<file path="config.mk">
export PLATFORM = sky130hd
export DESIGN_NAME = npc_exec_ctrl
export DESIGN_NICKNAME = d
export VERILOG_FILES = /design/src/rtl/npc_pkg.sv /design/src/rtl/npc_perf_cnt.sv /design/src/rtl/npc_exec_ctrl.sv
export SDC_FILE = /design/constraint.sdc
export NUM_CORES = 1
export LEC_CHECK = 0
export ABC_AREA = 1
export BUFFER_PORTS_ARGS = -buffer_cell sky130_fd_sc_hd__clkbuf_2
export CORE_MARGIN = 2
export CORE_UTILIZATION = 25
export DETAILED_ROUTE_END_ITERATION = 8
export HOLD_SLACK_MARGIN = 0.05
export PLACE_DENSITY = 0.43
export SLEW_MARGIN = 10
export SYNTH_ARGS = -nofsm -noshare
export SYNTH_HDL_FRONTEND = slang
export SYNTH_SLANG_ARGS = --single-unit
</file>
<file path="constraint.sdc">
create_clock -name clk -period 4.95 [get_ports clk]
set_input_delay 0.99 -clock clk [delete_from_list [all_inputs] [get_ports clk]]
set_output_delay 0.99 -clock clk [all_outputs]
set_load 0.02 [all_outputs]
</file>
<file path="src/rtl/npc_pkg.sv">
// Shared types and constants for the NPC core execution controller.
package npc_pkg;

  typedef enum logic [2:0] {
    ST_FETCH_REQ,
    ST_FETCH_WAIT,
    ST_EXEC,
    ST_WB,
    ST_HALT,
    ST_ERR
  } state_e;

  localparam logic [1:0] ERR_NONE     = 2'd0;
  localparam logic [1:0] ERR_TIMEOUT  = 2'd1;
  localparam logic [1:0] ERR_ILLEGAL  = 2'd2;
  localparam logic [1:0] ERR_MISALIGN = 2'd3;

  localparam logic [31:0] RESET_PC    = 32'h8000_0000;
  localparam logic [31:0] NOP_INST    = 32'h0000_0013;
  localparam logic [31:0] EBREAK_INST = 32'h0010_0073;

endpackage

</file>
<file path="src/rtl/npc_perf_cnt.sv">
// Free-running performance counter with synchronous clear and count enable.
module npc_perf_cnt #(
  parameter int CNT_W = 64
) (
  input  logic             clk,
  input  logic             clr,
  input  logic             en,
  output logic [CNT_W-1:0] cnt
);

  logic [CNT_W-1:0] cnt_q;
  logic [CNT_W-1:0] cnt_d;

  always_comb begin
    cnt_d = cnt_q;
    if (en) cnt_d = cnt_q + CNT_W'(1);
  end

  always_ff @(posedge clk) begin
    if (clr) cnt_q <= '0;
    else     cnt_q <= cnt_d;
  end

  assign cnt = cnt_q;

endmodule

</file>
<file path="src/rtl/npc_exec_ctrl.sv">
// Multi-cycle fetch/execute/writeback sequencer for the NPC core.
module npc_exec_ctrl
  import npc_pkg::*;
#(
  parameter logic [31:0] RESET_PC = npc_pkg::RESET_PC,
  parameter int          TIMEOUT  = 255,
  parameter int          CNT_W    = 64
) (
  input  logic             clk,
  input  logic             rst,
  output logic             imem_req_valid,
  input  logic             imem_req_ready,
  output logic [31:0]      imem_req_addr,
  input  logic             imem_rsp_valid,
  output logic             imem_rsp_ready,
  input  logic [31:0]      imem_rsp_data,
  input  logic             dec_reg_wen,
  input  logic             dec_ebreak,
  input  logic             dec_illegal,
  input  logic [31:0]      dp_next_pc,
  output logic [31:0]      pc,
  output logic [31:0]      inst,
  output logic             rf_wen,
  output logic             halted,
  output logic             err,
  output logic [1:0]       err_code,
  output logic [CNT_W-1:0] cycle_cnt,
  output logic [CNT_W-1:0] instret_cnt
);

  localparam logic [7:0] TIMER_LAST = 8'(TIMEOUT - 1);

  state_e      state_q, state_d;
  logic [31:0] pc_q, pc_d;
  logic [31:0] inst_q, inst_d;
  logic [7:0]  timer_q, timer_d;
  logic [1:0]  err_code_q, err_code_d;

  always_comb begin
    state_d    = state_q;
    pc_d       = pc_q;
    inst_d     = inst_q;
    timer_d    = timer_q;
    err_code_d = err_code_q;
    case (state_q)
      ST_FETCH_REQ: begin
        if (imem_req_ready) begin
          state_d = ST_FETCH_WAIT;
          timer_d = '0;
        end
      end
      ST_FETCH_WAIT: begin
        // A response arriving on the expiry cycle still wins over the trap.
        if (imem_rsp_valid) begin
          inst_d  = imem_rsp_data;
          state_d = ST_EXEC;
        end else if (timer_q == TIMER_LAST) begin
          state_d    = ST_ERR;
          err_code_d = ERR_TIMEOUT;
        end else begin
          timer_d = timer_q + 8'd1;
        end
      end
      ST_EXEC: begin
        if (dec_ebreak) begin
          state_d = ST_HALT;
        end else if (dec_illegal) begin
          state_d    = ST_ERR;
          err_code_d = ERR_ILLEGAL;
        end else if (dp_next_pc[1:0] != 2'b00) begin
          state_d    = ST_ERR;
          err_code_d = ERR_MISALIGN;
        end else begin
          state_d = ST_WB;
        end
      end
      ST_WB: begin
        pc_d    = dp_next_pc;
        state_d = ST_FETCH_REQ;
      end
      default: ;
    endcase
  end

  always_ff @(posedge clk) begin
    if (rst) begin
      state_q    <= ST_FETCH_REQ;
      pc_q       <= RESET_PC;
      inst_q     <= NOP_INST;
      timer_q    <= '0;
      err_code_q <= ERR_NONE;
    end else begin
      state_q    <= state_d;
      pc_q       <= pc_d;
      inst_q     <= inst_d;
      timer_q    <= timer_d;
      err_code_q <= err_code_d;
    end
  end

  assign imem_req_valid = (state_q == ST_FETCH_REQ);
  assign imem_rsp_ready = (state_q == ST_FETCH_WAIT);
  assign imem_req_addr  = pc_q;
  assign pc             = pc_q;
  assign inst           = inst_q;
  assign rf_wen         = (state_q == ST_WB) && dec_reg_wen;
  assign halted         = (state_q == ST_HALT);
  assign err            = (state_q == ST_ERR);
  assign err_code       = err_code_q;

  npc_perf_cnt #(.CNT_W(CNT_W)) u_cycle_cnt (
    .clk (clk),
    .clr (rst),
    .en  (!halted && !err),
    .cnt (cycle_cnt)
  );

  npc_perf_cnt #(.CNT_W(CNT_W)) u_instret_cnt (
    .clk (clk),
    .clr (rst),
    .en  (state_q == ST_WB),
    .cnt (instret_cnt)
  );

endmodule

</file>
==> results of run 1 <==
==> worst paths after layout <==
| path | start | to | slack, ns | depth (start not counted) |
|---|---|---|---|---|
| min reg2reg | u_instret_cnt.cnt[5] | u_instret_cnt.cnt[5] | 0.46 | 2 |
| max | state_q[2] | rf_wen | 2.01 | 4 |
| max reg2reg | state_q[2] | u_instret_cnt.cnt[32] | 2.38 | 9 |
| min | u_instret_cnt.cnt[5] | u_instret_cnt.cnt[5] | 0.46 | 2 |
==> cells in the mapped netlist <==
master | instances | share of area, %
nand3b_1 | 4 | 0.29
xnor2_1 | 4 | 0.33
o21bai_1 | 1 | 0.071
nand2_1 | 379 | 14
and3_1 | 3 | 0.18
o21ai_1 | 1 | 0.048
nand2_2 | 1 | 0.060
nand4_1 | 28 | 1.7
ha_1 | 4 | 0.48
and2_1 | 6 | 0.36
nand3_2 | 2 | 0.19
nor3_2 | 2 | 0.19
nand3_1 | 117 | 5.6
buf_1 | 8 | 0.29
buf_4 | 32 | 2.3
nor2_4 | 2 | 0.21
a211oi_1 | 1 | 0.071
a21oi_1 | 68 | 3.2
buf_2 | 5 | 0.24
o21a_1 | 1 | 0.071
nor3_1 | 23 | 1.1
o21ai_0 | 102 | 4.9
inv_1 | 164 | 5.9
nand2_4 | 1 | 0.11
xor2_1 | 17 | 1.4
dfxtp_1 | 205 | 39
inv_2 | 5 | 0.18
or2_2 | 1 | 0.060
nor2_1 | 447 | 16
nor3b_1 | 4 | 0.29
nor2_2 | 15 | 0.89
clkbuf_1 | 26 | 0.93
==> final cells by class <==
type | instances | area [µm²]
timing repair buffer | 306 | 1560
clock inverter | 5 | 75.1
tap | 539 | 674
fill | 4698 | 28500
multi-input combinational | 1234 | 5400
sequential | 205 | 4100
inverter | 169 | 637
clock buffer | 40 | 785
==> sequential cells by signal, summed over array words and instances, names as in the netlist <==
register / count
err_code: 2
imem_req_addr: 32
inst: 32
state_q: 3
timer_q: 8
u_cycle_cnt.cnt: 64
u_instret_cnt.cnt: 64
==> power by group <==
group          switching (mW)  leakage [nW]  internal [mW]  total, mW
registers              0.0350          1.66           1.70       1.73
clock network           0.756         0.424           1.18       1.94
logic                   0.241          3.48          0.108      0.349
==> cell families after synthesis <==
family          synth area share, %
simple gates                   40.6
buf+inv                        9.77
flops                          39.0
compound gates                 8.35
xor+xnor                       1.75
fa+ha+maj                     0.476
==> through the flow <==
step           setup slack [ns]  power, mW  hold slack (ns)  utilization [%]  cell area, µm²
4_1_cts                    1.95       4.10            0.469             31.7           13200
2_1_floorplan              2.66       1.99            0.459                -           10500
6_report                   2.01       4.02            0.463             31.7           13200
3_3_place_gp               2.21       2.12            0.451             29.6           12400
3_5_place_dp               2.20       2.12            0.452             29.6           12400
5_1_grt                    1.86       4.19            0.496             31.7           13200
==> tightest hold or removal path: cells and delay by family (launching register included) <==
family | cells | cell delay (ns)
flops | 1 | 0.32
buf+inv | 1 | 0.05
compound gates | 1 | 0.05
==> per-layer routing <==
layer / routed length, µm / share of wire, % / global-route usage (%)
met4: 787 / 2.1 / 3.82
met3: 1560 / 4.2 / 2.54
met2: 17100 / 46 / 27.9
met1: 17500 / 47 / 22.0
met5: 0 / 0 / 0
==> results.yml, run 1 <==
sta:
  fin_skew_ns: 0.00660
  report.final.hold_viol_count: 0
  slew_headroom_pct: 27.0
  drv_slew: 0
  post-route-period-util_pct: 59.3
  finalSetupViolations: 0
  tns_ns: 0
  rsz0062_at_grt: "false"
  clock.fmax_mhz: 341
  worstMarginPinSlew_ns: 1.09
  min_period_ns: 2.94
worst_setup_path:
  crit_arrival_ns: 1.95
  cpLargestDelayFamily: "simple AND/OR/NAND/NOR gates"
  crit_type: "flop to primary output"
  slowest_stage: "nand3_2"
  cp_max_fo: 24
  startpoint_type: "flop"
  max_stage_delay_ns: 0.41
  crit_path_cell_trace: "inv_2 > nand3_2 > nor2_1 > clkbuf_2"
  crit_path_end_kind: "primary output"
  worst_ep_required_time_ns: 3.96
  crit_buf_inv: 2
yosys:
  synthCells: 1679
  synth.avg_cell_area_um2: 6.26
  synth_warnings: 0
  synth_nets: 1754
  synth.yosys.seq_area_share_pct: 39.0
  synth_seq_cells: 205
  syn_area_mm2: 0.0105
  synthDistinctLibCells: 32
die:
  fp.dieH_um: 209
  fp.dieW_um: 209
  die_area_mm2: 0.0437
  core-area_mm2: 0.0418
  start_util_pct: 25.2
  ios: 302
  core.rowCount: 75
route:
  ant_nets: 0
  drt_first_pass_iters: 5
  drc: 0
  routed_wl_um: 36900
  drtIter0Drc: 644
  num_vias: 11100
  avgViaCountPerCell: 4.43
  wl_per_cell_um: 14.8
placed_design:
  place_inst: 2453
  io_buffers: 301
  gp_routability_congestion: 0.847
  dpl.hpwl_um: 27900
cts:
  cts_tree: "done"
  cts_max_level: 1
  cts_hold_buf: 0
  clk_pin_slew_ns: 0.06
  clk_latency_ns: 0.54
  clockRootBuffer: "clkbuf_16"
  cts_buffers: 26
  postCtsSetupBuffers: 0
  cts.sinks: 205
  cts.repair.resized: 0
  cts.path.max_buffers: 3
layout:
  drive_gt1_share_pct: 19.1
  areaGrowthSynthToFinish_pct: 25.8
  nets: 2017
  fin_cells: 2498
  antenna_cells: 0
  mostFrequentLayoutCell: "nor2_1"
  mostFrequentLayoutCells: "447 x nor2_1, 379 x nand2_1, 301 x clkbuf_2"
pwr:
  power_per_cell_area_mw_per_mm2: 304
  leakagePower_nw: 5.56
  vdd_ir_drop_max_v: 0.000210
global_route:
  overflow: 0
  antenna_found_initial: 0
  grt_pass1_wl_um: 57400
  grt_max_degree: 110
  grt_use_total_pct: 16.5
  grt_pass1_vias: 10200
flow_run:
  cap_violations: 0
min_path:
  hold_class: "flop to flop"
status:
  status: "completed"
No activity file was read; power rests on OpenSTA's default activity.
==> inputs of run 2 (changes only) <==
- clock period: 4.95 -> 2.71 ns (I/O delays scaled with it)
==> results.yml, run 2 (synthesis results as in run 1) <==
global_route:
  grt_max_degree: 87
  grt-busiest-layer: "met2"
  use_met1_pct: 22.5
  antenna_found_initial: 0
  grt_pass1_wl_um: 59500
  grt_use_total_pct: 17.0
  grt_use_met2_pct: 28.8
  grt_pass1_vias: 10600
  overflow: 0
  met3_usage_pct: 3.26
route:
  avgViaCountPerCell: 4.48
  routed_wl_um: 37800
  wl_per_cell_um: 15.1
  num_vias: 11200
  drtIter0Drc: 592
  drt_first_pass_iters: 5
  drc: 0
  ant_nets: 0
flow_run:
  cap_violations: 0
pwr:
  power_per_cell_area_mw_per_mm2: 571
  vdd_ir_drop_max_v: 0.000395
  leakagePower_nw: 5.64
sta:
  fin_skew_ns: 0.00994
  worstMarginPinSlew_ns: 0.661
  min_period_ns: 2.57
  drv_slew: 0
  slew_headroom_pct: 56.0
  report.final.hold_viol_count: 0
  timing.hold.ws_ns: 0.191
  finalSetupViolations: 0
  post-route-period-util_pct: 94.7
  rsz0062_at_grt: "false"
  tns_ns: 0
  clock.fmax_mhz: 390
cts:
  cts_tree: "done"
  clockRootBuffer: "clkbuf_16"
  cts.repair.resized: 0
  cts_hold_buf: 0
  cts_max_level: 1
  clk_latency_ns: 0.56
  cts.sinks: 205
  postCtsSetupBuffers: 0
  clk_pin_slew_ns: 0.06
  cts_buffers: 28
  cts.path.max_buffers: 3
layout:
  fin_util_pct: 32.0
  mostFrequentLayoutCell: "nor2_1"
  nets: 2023
  drive_gt1_share_pct: 19.6
  fillers: 4653
  mostFrequentLayoutCells: "447 x nor2_1, 379 x nand2_1, 301 x clkbuf_2"
  areaGrowthSynthToFinish_pct: 27.0
  fin_area_mm2: 0.0134
  antenna_cells: 0
worst_setup_path:
  startpoint_type: "flop"
  crit_path_end_kind: "primary output"
  slowest_stage: "dfxtp_1"
  crit_arrival_ns: 2.02
  worst_ep_required_time_ns: 2.17
  crit_buf_inv: 3
  cp_max_fo: 31
  crit_path_cell_trace: "inv_2 > nand3_2 > buf_4 > nor2_1 > clkbuf_2"
  max_stage_delay_ns: 0.51
  crit_type: "flop to primary output"
  cpLargestDelayFamily: "buffers and inverters"
die:
  fp.dieH_um: 209
  die_area_mm2: 0.0437
  core.rowCount: 75
  core-area_mm2: 0.0418
  fp.dieW_um: 209
  ios: 302
  start_util_pct: 25.2
min_path:
  hold_class: "input port to flop"
placed_design:
  dpl-instance-area_mm2: 0.0124
  gp_routability_congestion: 0.886
  dpl.hpwl_um: 28600
  io_buffers: 301
status:
  status: "completed"
[run 2: cell count changes in the layout (fill, tap and decap cells not counted), sizes merged]
cell	previous run	this run
buf	5	9
clkbuf	341	343
clkinv	3	5
[run 2: through the flow]
step | worst slack, ns | instances | total power [mW]
3_5_place_dp | 0.710 | 2457 | 3.89
5_1_grt | 0.00262 | 2506 | 7.99
2_1_floorplan | 0.936 | 1679 | 3.64
6_report | 0.144 | 2506 | 7.63
4_1_cts | 0.0908 | 2506 | 7.81
3_3_place_gp | 0.774 | 2457 | 3.89
[run 2: layer usage]
metal	wire [µm]	up-vias
met3	2120	37
met4	523	0
met5	0	-
met1	17500	5105
li1	-	5804
met2	17700	281
[run 2: where the power goes]
part | switching (mW) | internal, mW
Sequential | 0.0596 | 3.10
Combinational | 0.449 | 0.202
Clock | 1.46 | 2.36
[run 2: final timing paths]
kind,endpoint,start,slack (ns),cells after the start
worst max-delay path,rf_wen,state_q[2],0.14,5
worst min register to register,inst[0],inst[0],0.46,2
worst min-delay path,imem_req_addr[31],dp_next_pc[31],0.19,3
worst max register to register,u_cycle_cnt.cnt[25],state_q[1],0.67,9
[run 2: final cells by class]
type | instances | area (µm²) | area share, %
inverters | 169 | 637 | 4.77
clock inverters | 7 | 85.1 | 0.637
multi-input cells | 1234 | 5400 | 40.4
repair buffers | 310 | 1600 | 12.0
flip-flops and latches | 205 | 4100 | 30.7
well taps | 539 | 674 | 5.05
clock buffers | 42 | 865 | 6.47
[run 2: worst register-to-register path: cells and delay by family (launching register included)]
family	cells	cell delay, ns
buffers and inverters	1	0.12
AOI/OAI and AO/OA	1	0.18
DFF	1	0.41
and+or+nand+nor	7	1.21
